===== src/rtl/obj_dma_scheduler_if.sv =====
// obj_dma_scheduler_if: timing, CPU, source-RAM and shadow-RAM signals of the object DMA scheduler
interface obj_dma_scheduler_if #(
  parameter int AW = 10,
  parameter int DW = 16
);
  logic          i_EMU_CLK6MPCEN_n;
  logic [8:0]    i_HCOUNTER;
  logic [8:0]    i_VCOUNTER;
  logic          i_DMA_EN;
  logic          i_CPU_CS_n;
  logic          i_CPU_WR_n;
  logic [AW-1:0] i_CPU_ADDR;
  logic          o_CPU_WAIT_n;
  logic [AW-1:0] o_SRC_ADDR;
  logic          o_SRC_WE;
  logic [DW-1:0] i_SRC_DATA;
  logic [AW-1:0] o_DST_ADDR;
  logic [DW-1:0] o_DST_DATA;
  logic          o_DST_WE;
  logic          o_BUSY;
  logic          o_DONE;
  logic          o_DMA_ERR;
  modport slave (
    input  i_EMU_CLK6MPCEN_n, i_HCOUNTER, i_VCOUNTER, i_DMA_EN, i_CPU_CS_n, i_CPU_WR_n, i_CPU_ADDR, i_SRC_DATA,
    output o_CPU_WAIT_n, o_SRC_ADDR, o_SRC_WE, o_DST_ADDR, o_DST_DATA, o_DST_WE, o_BUSY, o_DONE, o_DMA_ERR
  );
  modport master (
    output i_EMU_CLK6MPCEN_n, i_HCOUNTER, i_VCOUNTER, i_DMA_EN, i_CPU_CS_n, i_CPU_WR_n, i_CPU_ADDR, i_SRC_DATA,
    input  o_CPU_WAIT_n, o_SRC_ADDR, o_SRC_WE, o_DST_ADDR, o_DST_DATA, o_DST_WE, o_BUSY, o_DONE, o_DMA_ERR
  );
endinterface


===== src/rtl/obj_dma_scheduler.sv =====
// obj_dma_scheduler: per-frame object RAM copy into the shadow RAM during the vertical DMA window
module obj_dma_scheduler #(
  parameter int AW             = 10,
  parameter int DW             = 16,
  parameter int WORDS          = 1024,
  parameter int DMA_FIRST_LINE = 479,
  parameter int DMA_LAST_LINE  = 494,
  parameter int TRIG_HCOUNT    = 128
) (
  input logic                i_EMU_MCLK,
  input logic                i_MRST_n,
  obj_dma_scheduler_if.slave bus
);
  typedef enum logic [1:0] {IDLE, ARMED, COPY, DONE} state_t;
  localparam logic [AW:0] LP_WORDS = (AW+1)'(WORDS);
  state_t        r_state;
  logic [AW:0]   r_rd_ptr;
  logic          r_fin;
  logic [AW-1:0] r_src_addr;
  logic [AW-1:0] r_dst_addr;
  logic [DW-1:0] r_dst_data;
  logic          r_dst_we;
  logic          r_done;
  logic          r_err;
  wire w_en   = ~bus.i_EMU_CLK6MPCEN_n;
  wire w_trig = (bus.i_VCOUNTER == 9'(DMA_FIRST_LINE)) && (bus.i_HCOUNTER == 9'(TRIG_HCOUNT)) && bus.i_DMA_EN;
  wire w_over = bus.i_VCOUNTER > 9'(DMA_LAST_LINE);
  wire w_cpu  = r_state != COPY;
  // sequencer: trigger/arming, address issue, shadow writes delayed one enabled period, completion and overrun
  always_ff @(posedge i_EMU_MCLK or negedge i_MRST_n) begin
    if (!i_MRST_n) begin
      r_state    <= IDLE;
      r_rd_ptr   <= '0;
      r_fin      <= 1'b0;
      r_src_addr <= '0;
      r_dst_addr <= '0;
      r_dst_data <= '0;
      r_dst_we   <= 1'b0;
      r_done     <= 1'b0;
      r_err      <= 1'b0;
    end else if (w_en) begin
      case (r_state)
        IDLE: if (w_trig) begin
          if (bus.i_CPU_CS_n) begin
            r_state    <= COPY;
            r_err      <= 1'b0;
            r_src_addr <= '0;
            r_rd_ptr   <= (AW+1)'(1);
            r_fin      <= 1'b0;
          end else r_state <= ARMED;
        end
        ARMED: if (w_over) begin
          r_err   <= 1'b1;
          r_state <= IDLE;
        end else if (bus.i_CPU_CS_n) begin
          r_state    <= COPY;
          r_err      <= 1'b0;
          r_src_addr <= '0;
          r_rd_ptr   <= (AW+1)'(1);
          r_fin      <= 1'b0;
        end
        COPY: if (w_over) begin
          r_err    <= 1'b1;
          r_dst_we <= 1'b0;
          r_state  <= IDLE;
        end else if (r_fin) begin
          r_dst_we <= 1'b0;
          r_done   <= 1'b1;
          r_state  <= DONE;
        end else begin
          r_dst_we   <= 1'b1;
          r_dst_addr <= r_src_addr;
          r_dst_data <= bus.i_SRC_DATA;
          if (r_rd_ptr == LP_WORDS) r_fin <= 1'b1;
          else begin
            r_src_addr <= r_rd_ptr[AW-1:0];
            r_rd_ptr   <= r_rd_ptr + 1'b1;
          end
        end
        DONE: begin
          r_done  <= 1'b0;
          r_state <= IDLE;
        end
      endcase
    end
  end
  assign bus.o_SRC_ADDR   = w_cpu ? bus.i_CPU_ADDR : r_src_addr;
  assign bus.o_SRC_WE     = w_cpu & ~bus.i_CPU_CS_n & ~bus.i_CPU_WR_n;
  assign bus.o_CPU_WAIT_n = w_cpu | bus.i_CPU_CS_n;
  assign bus.o_BUSY       = (r_state == ARMED) || (r_state == COPY);
  assign bus.o_DST_ADDR   = r_dst_addr;
  assign bus.o_DST_DATA   = r_dst_data;
  assign bus.o_DST_WE     = r_dst_we;
  assign bus.o_DONE       = r_done;
  assign bus.o_DMA_ERR    = r_err;
endmodule


===== src/flat_wrapper.sv =====
// flat-port wrapper written by rule: the top's interface ports become plain ports
module obj_dma_scheduler_flat 
#(
  parameter int AW             = 10,
  parameter int DW             = 16,
  parameter int WORDS          = 1024,
  parameter int DMA_FIRST_LINE = 479,
  parameter int DMA_LAST_LINE  = 494,
  parameter int TRIG_HCOUNT    = 128
)
  (i_EMU_MCLK, i_MRST_n, bus_i_EMU_CLK6MPCEN_n, bus_i_HCOUNTER, bus_i_VCOUNTER, bus_i_DMA_EN, bus_i_CPU_CS_n, bus_i_CPU_WR_n, bus_i_CPU_ADDR, bus_i_SRC_DATA, bus_o_CPU_WAIT_n, bus_o_SRC_ADDR, bus_o_SRC_WE, bus_o_DST_ADDR, bus_o_DST_DATA, bus_o_DST_WE, bus_o_BUSY, bus_o_DONE, bus_o_DMA_ERR);
  obj_dma_scheduler_if #(.AW(AW), .DW(DW)) bus_i ();
  input logic i_EMU_MCLK;
  input logic i_MRST_n;
  input wire logic [$bits(bus_i.i_EMU_CLK6MPCEN_n)-1:0] bus_i_EMU_CLK6MPCEN_n;
  input wire logic [$bits(bus_i.i_HCOUNTER)-1:0] bus_i_HCOUNTER;
  input wire logic [$bits(bus_i.i_VCOUNTER)-1:0] bus_i_VCOUNTER;
  input wire logic [$bits(bus_i.i_DMA_EN)-1:0] bus_i_DMA_EN;
  input wire logic [$bits(bus_i.i_CPU_CS_n)-1:0] bus_i_CPU_CS_n;
  input wire logic [$bits(bus_i.i_CPU_WR_n)-1:0] bus_i_CPU_WR_n;
  input wire logic [$bits(bus_i.i_CPU_ADDR)-1:0] bus_i_CPU_ADDR;
  input wire logic [$bits(bus_i.i_SRC_DATA)-1:0] bus_i_SRC_DATA;
  output wire logic [$bits(bus_i.o_CPU_WAIT_n)-1:0] bus_o_CPU_WAIT_n;
  output wire logic [$bits(bus_i.o_SRC_ADDR)-1:0] bus_o_SRC_ADDR;
  output wire logic [$bits(bus_i.o_SRC_WE)-1:0] bus_o_SRC_WE;
  output wire logic [$bits(bus_i.o_DST_ADDR)-1:0] bus_o_DST_ADDR;
  output wire logic [$bits(bus_i.o_DST_DATA)-1:0] bus_o_DST_DATA;
  output wire logic [$bits(bus_i.o_DST_WE)-1:0] bus_o_DST_WE;
  output wire logic [$bits(bus_i.o_BUSY)-1:0] bus_o_BUSY;
  output wire logic [$bits(bus_i.o_DONE)-1:0] bus_o_DONE;
  output wire logic [$bits(bus_i.o_DMA_ERR)-1:0] bus_o_DMA_ERR;
  assign bus_i.i_EMU_CLK6MPCEN_n = bus_i_EMU_CLK6MPCEN_n;
  assign bus_i.i_HCOUNTER = bus_i_HCOUNTER;
  assign bus_i.i_VCOUNTER = bus_i_VCOUNTER;
  assign bus_i.i_DMA_EN = bus_i_DMA_EN;
  assign bus_i.i_CPU_CS_n = bus_i_CPU_CS_n;
  assign bus_i.i_CPU_WR_n = bus_i_CPU_WR_n;
  assign bus_i.i_CPU_ADDR = bus_i_CPU_ADDR;
  assign bus_i.i_SRC_DATA = bus_i_SRC_DATA;
  assign bus_o_CPU_WAIT_n = bus_i.o_CPU_WAIT_n;
  assign bus_o_SRC_ADDR = bus_i.o_SRC_ADDR;
  assign bus_o_SRC_WE = bus_i.o_SRC_WE;
  assign bus_o_DST_ADDR = bus_i.o_DST_ADDR;
  assign bus_o_DST_DATA = bus_i.o_DST_DATA;
  assign bus_o_DST_WE = bus_i.o_DST_WE;
  assign bus_o_BUSY = bus_i.o_BUSY;
  assign bus_o_DONE = bus_i.o_DONE;
  assign bus_o_DMA_ERR = bus_i.o_DMA_ERR;
  obj_dma_scheduler #(.AW(AW), .DW(DW), .WORDS(WORDS), .DMA_FIRST_LINE(DMA_FIRST_LINE), .DMA_LAST_LINE(DMA_LAST_LINE), .TRIG_HCOUNT(TRIG_HCOUNT)) u_core (.i_EMU_MCLK(i_EMU_MCLK), .i_MRST_n(i_MRST_n), .bus(bus_i));
endmodule

===== config.mk =====
export PLATFORM = sky130hd
export DESIGN_NAME = obj_dma_scheduler_flat
export DESIGN_NICKNAME = d
export VERILOG_FILES = /design/src/rtl/obj_dma_scheduler_if.sv /design/src/rtl/obj_dma_scheduler.sv /design/src/flat_wrapper.sv
export SDC_FILE = /design/constraint.sdc
export NUM_CORES = 1
export LEC_CHECK = 0
export BUFFER_PORTS_ARGS = -buffer_cell sky130_fd_sc_hd__buf_2
export CAP_MARGIN = 10
export CORE_UTILIZATION = 54
export DETAILED_ROUTE_END_ITERATION = 10
export HOLD_SLACK_MARGIN = 0.08
export PLACE_DENSITY = 0.93
export SYNTH_ARGS = -nofsm -noshare
export SYNTH_HDL_FRONTEND = slang
export SYNTH_SLANG_ARGS = --single-unit

===== constraint.sdc =====
create_clock -name i_EMU_MCLK -period 3.5 [get_ports i_EMU_MCLK]
set_input_delay 0.35 -clock i_EMU_MCLK [delete_from_list [all_inputs] [get_ports i_EMU_MCLK]]
set_output_delay 0.35 -clock i_EMU_MCLK [all_outputs]
set_load 0.1 [all_outputs]

==> results.json, run 1 <==
{
  "reg2reg_depth": 5,
  "cts_buffers": 5,
  "yosys-top-cells-count": "dfrtp_1 (53), mux2_2 (41), nand2_1 (19), o31ai_1 (18), o21ai_0 (11)",
  "hold_ws_ps": 259.9,
  "syn2layout_area_growth_pct": 23.89,
  "fin_setup_tns_ps": 0,
  "r2r_start": "u_core.r_state[0]",
  "tightest_slew_ps": 1049,
  "post-route-util": 0.7009,
  "gp_congestion": 0.9009,
  "critPathLaunch": "u_core.r_state[0]",
  "viasPerCell": 5.774,
  "dpl_worst_slack_ps": 988.6,
  "wl_um": 5833,
  "synthArstFlopShare": 1.000,
  "port_buffers": 91,
  "path_class": "reg -> out",
  "n_antenna_cell": 0,
  "synth_area_leaders": "dfrtp_1 (49%), mux2_2 (17%), o31ai_1 (5.0%)",
  "num_rows": 25,
  "timing.final.ws_setup_ps": 828.2,
  "initial_core_util": 0.5658,
  "ios": 92,
  "finalCritPeriodShare": 0.7634,
  "setup_viol": 0,
  "ys_types": 44,
  "place_hpwl_um": 4239,
  "fin_worst_skew_ps": 5.809,
  "dr.first_iter.drc_count": 155,
  "cts.htree.levels": 2,
  "fin_crit_ps": 2672,
  "synth_area_sq_um": 2708,
  "detail_route.wl_per_cell_um": 14.80,
  "hold_path.class": "in -> reg",
  "cts-root-buf": "clkbuf_8",
  "grt_pass1_wl_um": 9908,
  "synth-edff-count": 0,
  "worst-endpoint-arrival_ps": 2320,
  "path_max_fanout": 26,
  "synth_top_cell_area_share": 0.4898,
  "worst_ep_required_time_ps": 3150,
  "startpoint_type": "flop",
  "ys.warnings.count": 0,
  "hold_violations": 0,
  "synth.most_common_cell": "dfrtp_1",
  "cts.clk_slew.worst_paths_ps": 90,
  "slew_violations": 0,
  "die_x_um": 72.81,
  "seq_area_frac_synth": 0.4898,
  "overflow": 0,
  "r2r_slack_ps": 990,
  "grt_use_total": 0.2416,
  "yosysTopAreaCell": "dfrtp_1",
  "clkSinkCount": 53,
  "max_freq_mhz": 374.3,
  "rsz0062_at_grt": "no",
  "drive_gt1_frac": 0.4587,
  "first_pass_iters": 4,
  "dr_total_vias": 2275,
  "drt.antenna.violating_nets": 0,
  "slew_headroom": 0.3004,
  "drc": 0,
  "syn_area_per_cell_sq_um": 11.33,
  "endpoint_kind": "primary output",
  "crit_path_end": "bus_o_SRC_ADDR[0]",
  "grt_pass1_vias": 2247,
  "clockBufferDepth": 2,
  "ys_ff_latch": 53,
  "clkLatencyLatePin_ps": 310,
  "coreArea_sq_um": 4786,
  "grt_start_max_net_pins": 32,
  "antenna_found_initial": 0,
  "fp.dieH_um": 72.81,
  "die_area_sq_um": 5301,
  "synth_cells": 239,
  "cts_resized": 0,
  "synth_nets": 295,
  "status": "complete, no violations",
  "cts_tree": "built",
  "synthFlopType": "dfrtp_1",
  "r2r_end": "u_core.r_src_addr[4]",
  "nNetsFinal": 382,
  "cap_violations": 0
}
## metal layers
layer  routed length, um  up-vias  track usage
met1                2372     1091       0.2820
met2                2949      122       0.4465
li1                    -     1052            -
met5                   0        -            0
met4                  67        0      0.07843
met3                 443       10      0.04420
## cell type report
class	instances	area (sq um)
clock inverter	3	68.82
fill	356	1431
clock buffer	5	68.82
sequential	53	1326
tap	67	83.83
inverter	7	26.28
timing repair buffer	96	495.5
multi-input combinational	163	1285
## worst max-delay path, cell delays in order (launching register included)
cell and delay [ps]:
dfrtp_1 410, inv_1 130, ha_1 410, buf_4 380
mux2_2 380, buf_2 290
## what timing repair did
| item | CTS | global route |
|---|---|---|
| hold buffers | 1 | 0 |
| setup endpoints to repair | 0 | 0 |
| endpoints found under the hold margin | 22 | 0 |
| setup buffers | 0 | 0 |
## worst min-delay path by stage
| stage | startpoint | to | slack [ps] | cells after the start |
|---|---|---|---|---|
| final | bus_i_SRC_DATA[12] | u_core.bus.o_DST_DATA[12] | 260 | 2 |
| after detailed placement | i_MRST_n | u_core.bus.o_DST_ADDR[6] | 350 | 1 |
| after global routing | bus_i_SRC_DATA[12] | u_core.bus.o_DST_DATA[12] | 250 | 2 |
| after CTS | bus_i_SRC_DATA[12] | u_core.bus.o_DST_DATA[12] | 260 | 2 |
| after global placement | i_MRST_n | u_core.bus.o_DST_ADDR[7] | 340 | 1 |
| after floorplan | i_MRST_n | u_core.bus.o_DMA_ERR | 50 | 0 |
## cells in the final DEF, fill, tap and decap left out, types with 6 or more instances in the layout
master,synthesis,routed
o31ai_1,18,18
mux2_2,41,41
o21ai_0,11,11
ha_1,6,6
buf_2,4,91
inv_1,7,7
nand2_1,19,19
dfrtp_1,53,53
## logic make-up (layout without fill, tap and decap cells)
logic type	after synthesis	in the layout	synth area share
fa+ha+maj	6	6	0.02773
simple gates	62	62	0.1252
flops	53	53	0.4898
buf+inv	23	111	0.03743
mux	45	45	0.1853
compound gates	50	50	0.1345
## stage by stage
step	cells	cell area, sq um
2_1_floorplan	239	2713
3_3_place_gp	385	3207
3_5_place_dp	385	3207
4_1_cts	394	3354
5_1_grt	394	3354
6_report	394	3354
## state kept, by name, summed over array words and instances, names as in the netlist
register / count
u_core.bus.o_DST_DATA: 16
u_core.r_rd_ptr: 11
u_core.bus.o_DST_ADDR: 10
u_core.r_src_addr: 10
u_core.r_state: 2
u_core.bus.o_DMA_ERR: 1
u_core.bus.o_DONE: 1
u_core.bus.o_DST_WE: 1
u_core.r_fin: 1
Power of run 1 is left out: the tool's default activity adds up to more than one toggle a clock period on the data nets, which glitch-free logic cannot reach.
==> run 2, diff against run 1 <==
--- a/config.mk
+++ b/config.mk
@@ -7,10 +7,10 @@
 export LEC_CHECK = 0
 export BUFFER_PORTS_ARGS = -buffer_cell sky130_fd_sc_hd__buf_2
 export CAP_MARGIN = 10
-export CORE_UTILIZATION = 54
+export CORE_UTILIZATION = 50
 export DETAILED_ROUTE_END_ITERATION = 10
 export HOLD_SLACK_MARGIN = 0.08
-export PLACE_DENSITY = 0.93
+export PLACE_DENSITY = 0.88
 export SYNTH_ARGS = -nofsm -noshare
 export SYNTH_HDL_FRONTEND = slang
 export SYNTH_SLANG_ARGS = --single-unit
==> constraint.sdc (replaced) <==
create_clock -name i_EMU_MCLK -period 2.65 [get_ports i_EMU_MCLK]
set_input_delay 0.265 -clock i_EMU_MCLK [delete_from_list [all_inputs] [get_ports i_EMU_MCLK]]
set_output_delay 0.265 -clock i_EMU_MCLK [all_outputs]
set_load 0.1 [all_outputs]
==> results.json, run 2 (synthesis gave the netlist of run 1 again) <==
{
  "status": "complete, no violations",
  "detail_route.wl_per_cell_um": 15.22,
  "largest_reg_flops": 16,
  "critPathMaxStageDelay_ps": 460,
  "final_common_cell": "buf_2",
  "syn2layout_area_growth_pct": 30.55,
  "setup_viol": 0,
  "cap_violations": 0,
  "viasPerCell": 5.722,
  "die_x_um": 75.59,
  "drive_gt1_frac": 0.4685,
  "fin_setup_tns_ps": 0,
  "grt_pass1_vias": 2196,
  "path_max_fanout": 19,
  "cp_cell_sequence": "inv_1 -> ha_1 -> buf_4 -> mux2_2 -> buf_12",
  "hold_violations": 0,
  "die_area_sq_um": 5713,
  "dr_total_vias": 2306,
  "endpoint_kind": "primary output",
  "fin_worst_skew_ps": 7.874,
  "slew_violations": 0,
  "num_rows": 26,
  "cts_buffers": 5,
  "grt_pass1_wl_um": 9756,
  "antenna_found_initial": 0,
  "cts-root-buf": "clkbuf_8",
  "place_hpwl_um": 4545,
  "path_class": "reg -> out",
  "fin_crit_ps": 2497,
  "dr.first_iter.drc_count": 173,
  "timing.final.ws_setup_ps": 153.4,
  "gp_congestion": 0.9270,
  "first_pass_iters": 4,
  "final_cell_mix": "buf_2 (81), dfrtp_1 (53), mux2_2 (41)",
  "rsz0062_at_grt": "no",
  "crit_slowest_cell": "ha_1",
  "fp.dieH_um": 75.59,
  "cts_tree": "built",
  "hold_buffers": 1,
  "post_cts_buffers": 0,
  "ios": 92,
  "n_antenna_cell": 0,
  "crit_family": "buffers and inverters",
  "hold_ws_ps": 174.6,
  "wl_um": 6133,
  "cts_resized": 0,
  "drc": 0,
  "cts.clk_slew.worst_paths_ps": 90,
  "tightest_slew_ps": 541.2,
  "max_freq_mhz": 400.6,
  "clockBufferDepth": 2,
  "hold_path.class": "in -> reg",
  "overflow": 0,
  "crit_buf_inv": 3,
  "port_buffers": 91,
  "finalCritPeriodShare": 0.9421,
  "startpoint_type": "flop",
  "clkSinkCount": 53,
  "grt_start_max_net_pins": 28,
  "coreArea_sq_um": 5172,
  "grt_use_total": 0.2308,
  "slew_headroom": 0.6392,
  "drt.antenna.violating_nets": 0,
  "dpl_worst_slack_ps": 393.4,
  "worst-endpoint-arrival_ps": 2230,
  "clkLatencyLatePin_ps": 310,
  "nNetsFinal": 388,
  "cts.htree.levels": 2,
  "worst_ep_required_time_ps": 2380,
  "initial_core_util": 0.5235
}
-- run 2: stage by stage --
stage               cells    util  instance area [sq um]
global placement      394  0.6597                   3412
global route          403  0.6834                   3535
floorplan             239       -                   2719
CTS                   403  0.6834                   3535
detailed placement    394  0.6597                   3412
finish                403  0.6834                   3535
-- run 2: cell type report --
cell class                 instances  area (sq um)
multi-input combinational        163          1291
clock inverter                     3         43.79
fill                             392          1638
sequential                        53          1326
inverter                           7         26.28
timing repair buffer             102         690.7
clock buffer                       5         68.82
tap                               70         87.58
-- run 2: worst register-to-register path, cell delays in order, from the launching register on --
cell and delay, ps:
dfrtp_1 420, inv_1 120, ha_1 460, nor2_1 160
o221ai_2 180, or3_1 440, mux2_2 400
-- run 2: final timing paths --
path | to | start | slack, ps | cells after the start
hold reg to reg | u_core.bus.o_DST_WE | u_core.bus.o_DST_WE | 490 | 2
min in group asynchronous | u_core.bus.o_DST_DATA[4] | i_MRST_n | 460 | 2
setup / recovery | bus_o_SRC_ADDR[6] | u_core.r_state[0] | 150 | 5
max in group asynchronous | u_core.r_state[1] | i_MRST_n | 1560 | 3
hold / removal | u_core.bus.o_DST_DATA[15] | bus_i_SRC_DATA[15] | 170 | 2
setup reg to reg | u_core.r_src_addr[2] | u_core.r_state[0] | 370 | 6
-- run 2: metal layers --
metal	global-route usage	routed length, um	vias up
met3	0.04762	431	17
met1	0.2543	2426	1102
met4	0.09259	117	0
met2	0.4325	3157	119
met5	0	0	-
li1	-	-	1068
Power of run 2 is left out for the same reason.
==> run 3, diff against run 2 <==
--- a/config.mk
+++ b/config.mk
@@ -7,10 +7,11 @@
 export LEC_CHECK = 0
 export BUFFER_PORTS_ARGS = -buffer_cell sky130_fd_sc_hd__buf_2
 export CAP_MARGIN = 10
-export CORE_UTILIZATION = 50
+export CORE_UTILIZATION = 52
+export CTS_BUF_LIST = sky130_fd_sc_hd__clkbuf_4 sky130_fd_sc_hd__clkbuf_8
 export DETAILED_ROUTE_END_ITERATION = 10
 export HOLD_SLACK_MARGIN = 0.08
-export PLACE_DENSITY = 0.88
+export PLACE_DENSITY = 0.9
 export SYNTH_ARGS = -nofsm -noshare
 export SYNTH_HDL_FRONTEND = slang
 export SYNTH_SLANG_ARGS = --single-unit
==> results.json, run 3 (synthesis gave the netlist of run 1 again) <==
{
  "hold_violations": 0,
  "cts.htree.levels": 2,
  "detail_route.wl_per_cell_um": 15.62,
  "grt_start_max_net_pins": 38,
  "slew_violations": 0,
  "startpoint_type": "flop",
  "timing.final.ws_setup_ps": 352.9,
  "dr.first_iter.drc_count": 257,
  "die_area_sq_um": 5500,
  "clkSinkCount": 53,
  "initial_core_util": 0.5549,
  "hold_path.class": "in -> reg",
  "nNetsFinal": 387,
  "coreArea_sq_um": 4880,
  "fin_worst_skew_ps": 4.943,
  "fp.dieH_um": 74.16,
  "drive_gt1_frac": 0.4669,
  "dpl_worst_slack_ps": 456.7,
  "cts-root-buf": "clkbuf_8",
  "rsz0062_at_grt": "no",
  "wl_um": 6231,
  "drt.antenna.violating_nets": 0,
  "endpoint_kind": "primary output",
  "crit_slowest_cell": "dfrtp_1",
  "cts.clk_slew.worst_paths_ps": 100,
  "path_class": "reg -> out",
  "fin_crit_ps": 2297,
  "grt_use_total": 0.2484,
  "ios": 92,
  "cts_resized": 0,
  "path_max_fanout": 26,
  "syn2layout_area_growth_pct": 30.36,
  "clockBufferDepth": 2,
  "worst_ep_required_time_ps": 2380,
  "n_antenna_cell": 0,
  "worst-endpoint-arrival_ps": 2030,
  "cp_cell_sequence": "inv_1 -> ha_1 -> buf_4 -> mux2_2 -> buf_12",
  "die_x_um": 74.16,
  "drc": 0,
  "cts_tree": "built",
  "max_freq_mhz": 435.3,
  "r2r_slack_ps": 390,
  "antenna_found_initial": 0,
  "grt_pass1_wl_um": 10310,
  "first_pass_iters": 4,
  "setup_viol": 0,
  "clkLatencyLatePin_ps": 310,
  "grt_pass1_vias": 2246,
  "status": "complete, no violations",
  "final_cell_mix": "buf_2 (81), dfrtp_1 (53), mux2_2 (41)",
  "fin_setup_tns_ps": 0,
  "overflow": 0,
  "largest_reg_flops": 16,
  "cts_buffers": 5,
  "viasPerCell": 5.677,
  "final_common_cell": "buf_2",
  "slew_headroom": 0.4600,
  "hold_buffers": 1,
  "cap_violations": 0,
  "gp_congestion": 0.9372,
  "num_rows": 25,
  "critPathMaxStageDelay_ps": 420,
  "dr_total_vias": 2265,
  "place_hpwl_um": 4555,
  "finalCritPeriodShare": 0.8668,
  "port_buffers": 91,
  "post_cts_buffers": 0,
  "tightest_slew_ps": 810.0
}
-- run 3: cell count changes in the layout (fill, tap and decap cells not counted), sizes merged --
cell,change
buf,-1
-- run 3: per-stage QoR --
stage	hold WS, ps	cells	util	cell area [sq um]
global placement	395.0	390	0.6969	3401
CTS	166.5	399	0.7233	3530
detailed placement	396.6	390	0.6969	3401
floorplan	-30.59	239	-	2719
global route	164.0	399	0.7233	3530
finish	173.9	399	0.7233	3530
-- run 3: path summary, 6_finish.rpt --
check / startpoint / to / cells after the start
min: bus_i_SRC_DATA[13] / u_core.bus.o_DST_DATA[13] / 2
max reg2reg: u_core.r_state[0] / u_core.r_rd_ptr[7] / 7
min in group asynchronous: i_MRST_n / u_core.bus.o_DST_DATA[4] / 2
max: u_core.r_state[0] / bus_o_SRC_ADDR[1] / 5
min reg2reg: u_core.bus.o_DST_WE / u_core.bus.o_DST_WE / 2
max in group asynchronous: i_MRST_n / u_core.r_state[0] / 3
-- run 3: layout make-up --
| class | count | area [sq um] |
|---|---|---|
| clock inverter | 3 | 50.05 |
| tap | 67 | 83.83 |
| timing repair buffer | 101 | 683.2 |
| sequential | 53 | 1326 |
| fill | 341 | 1350 |
| inverter | 7 | 26.28 |
| clock buffer | 5 | 68.82 |
| multi-input combinational | 163 | 1291 |
-- run 3: worst max-delay path, delay by kind of cell (launching register included) --
kind / cells / cell delay [ps]
adder cells (fa/ha/maj): 1 / 260
flip-flops: 1 / 420
buffers and inverters: 3 / 620
multiplexers: 1 / 410
-- run 3: routing by layer --
layer  wire, um  GRT usage  vias to the layer above
met5          0          0                        -
li1           -          -                     1062
met4         46    0.07051                        0
met2       3284     0.4465                      103
met3        345    0.04336                        6
met1       2555     0.3068                     1094
Power of run 3 is left out for the same reason.
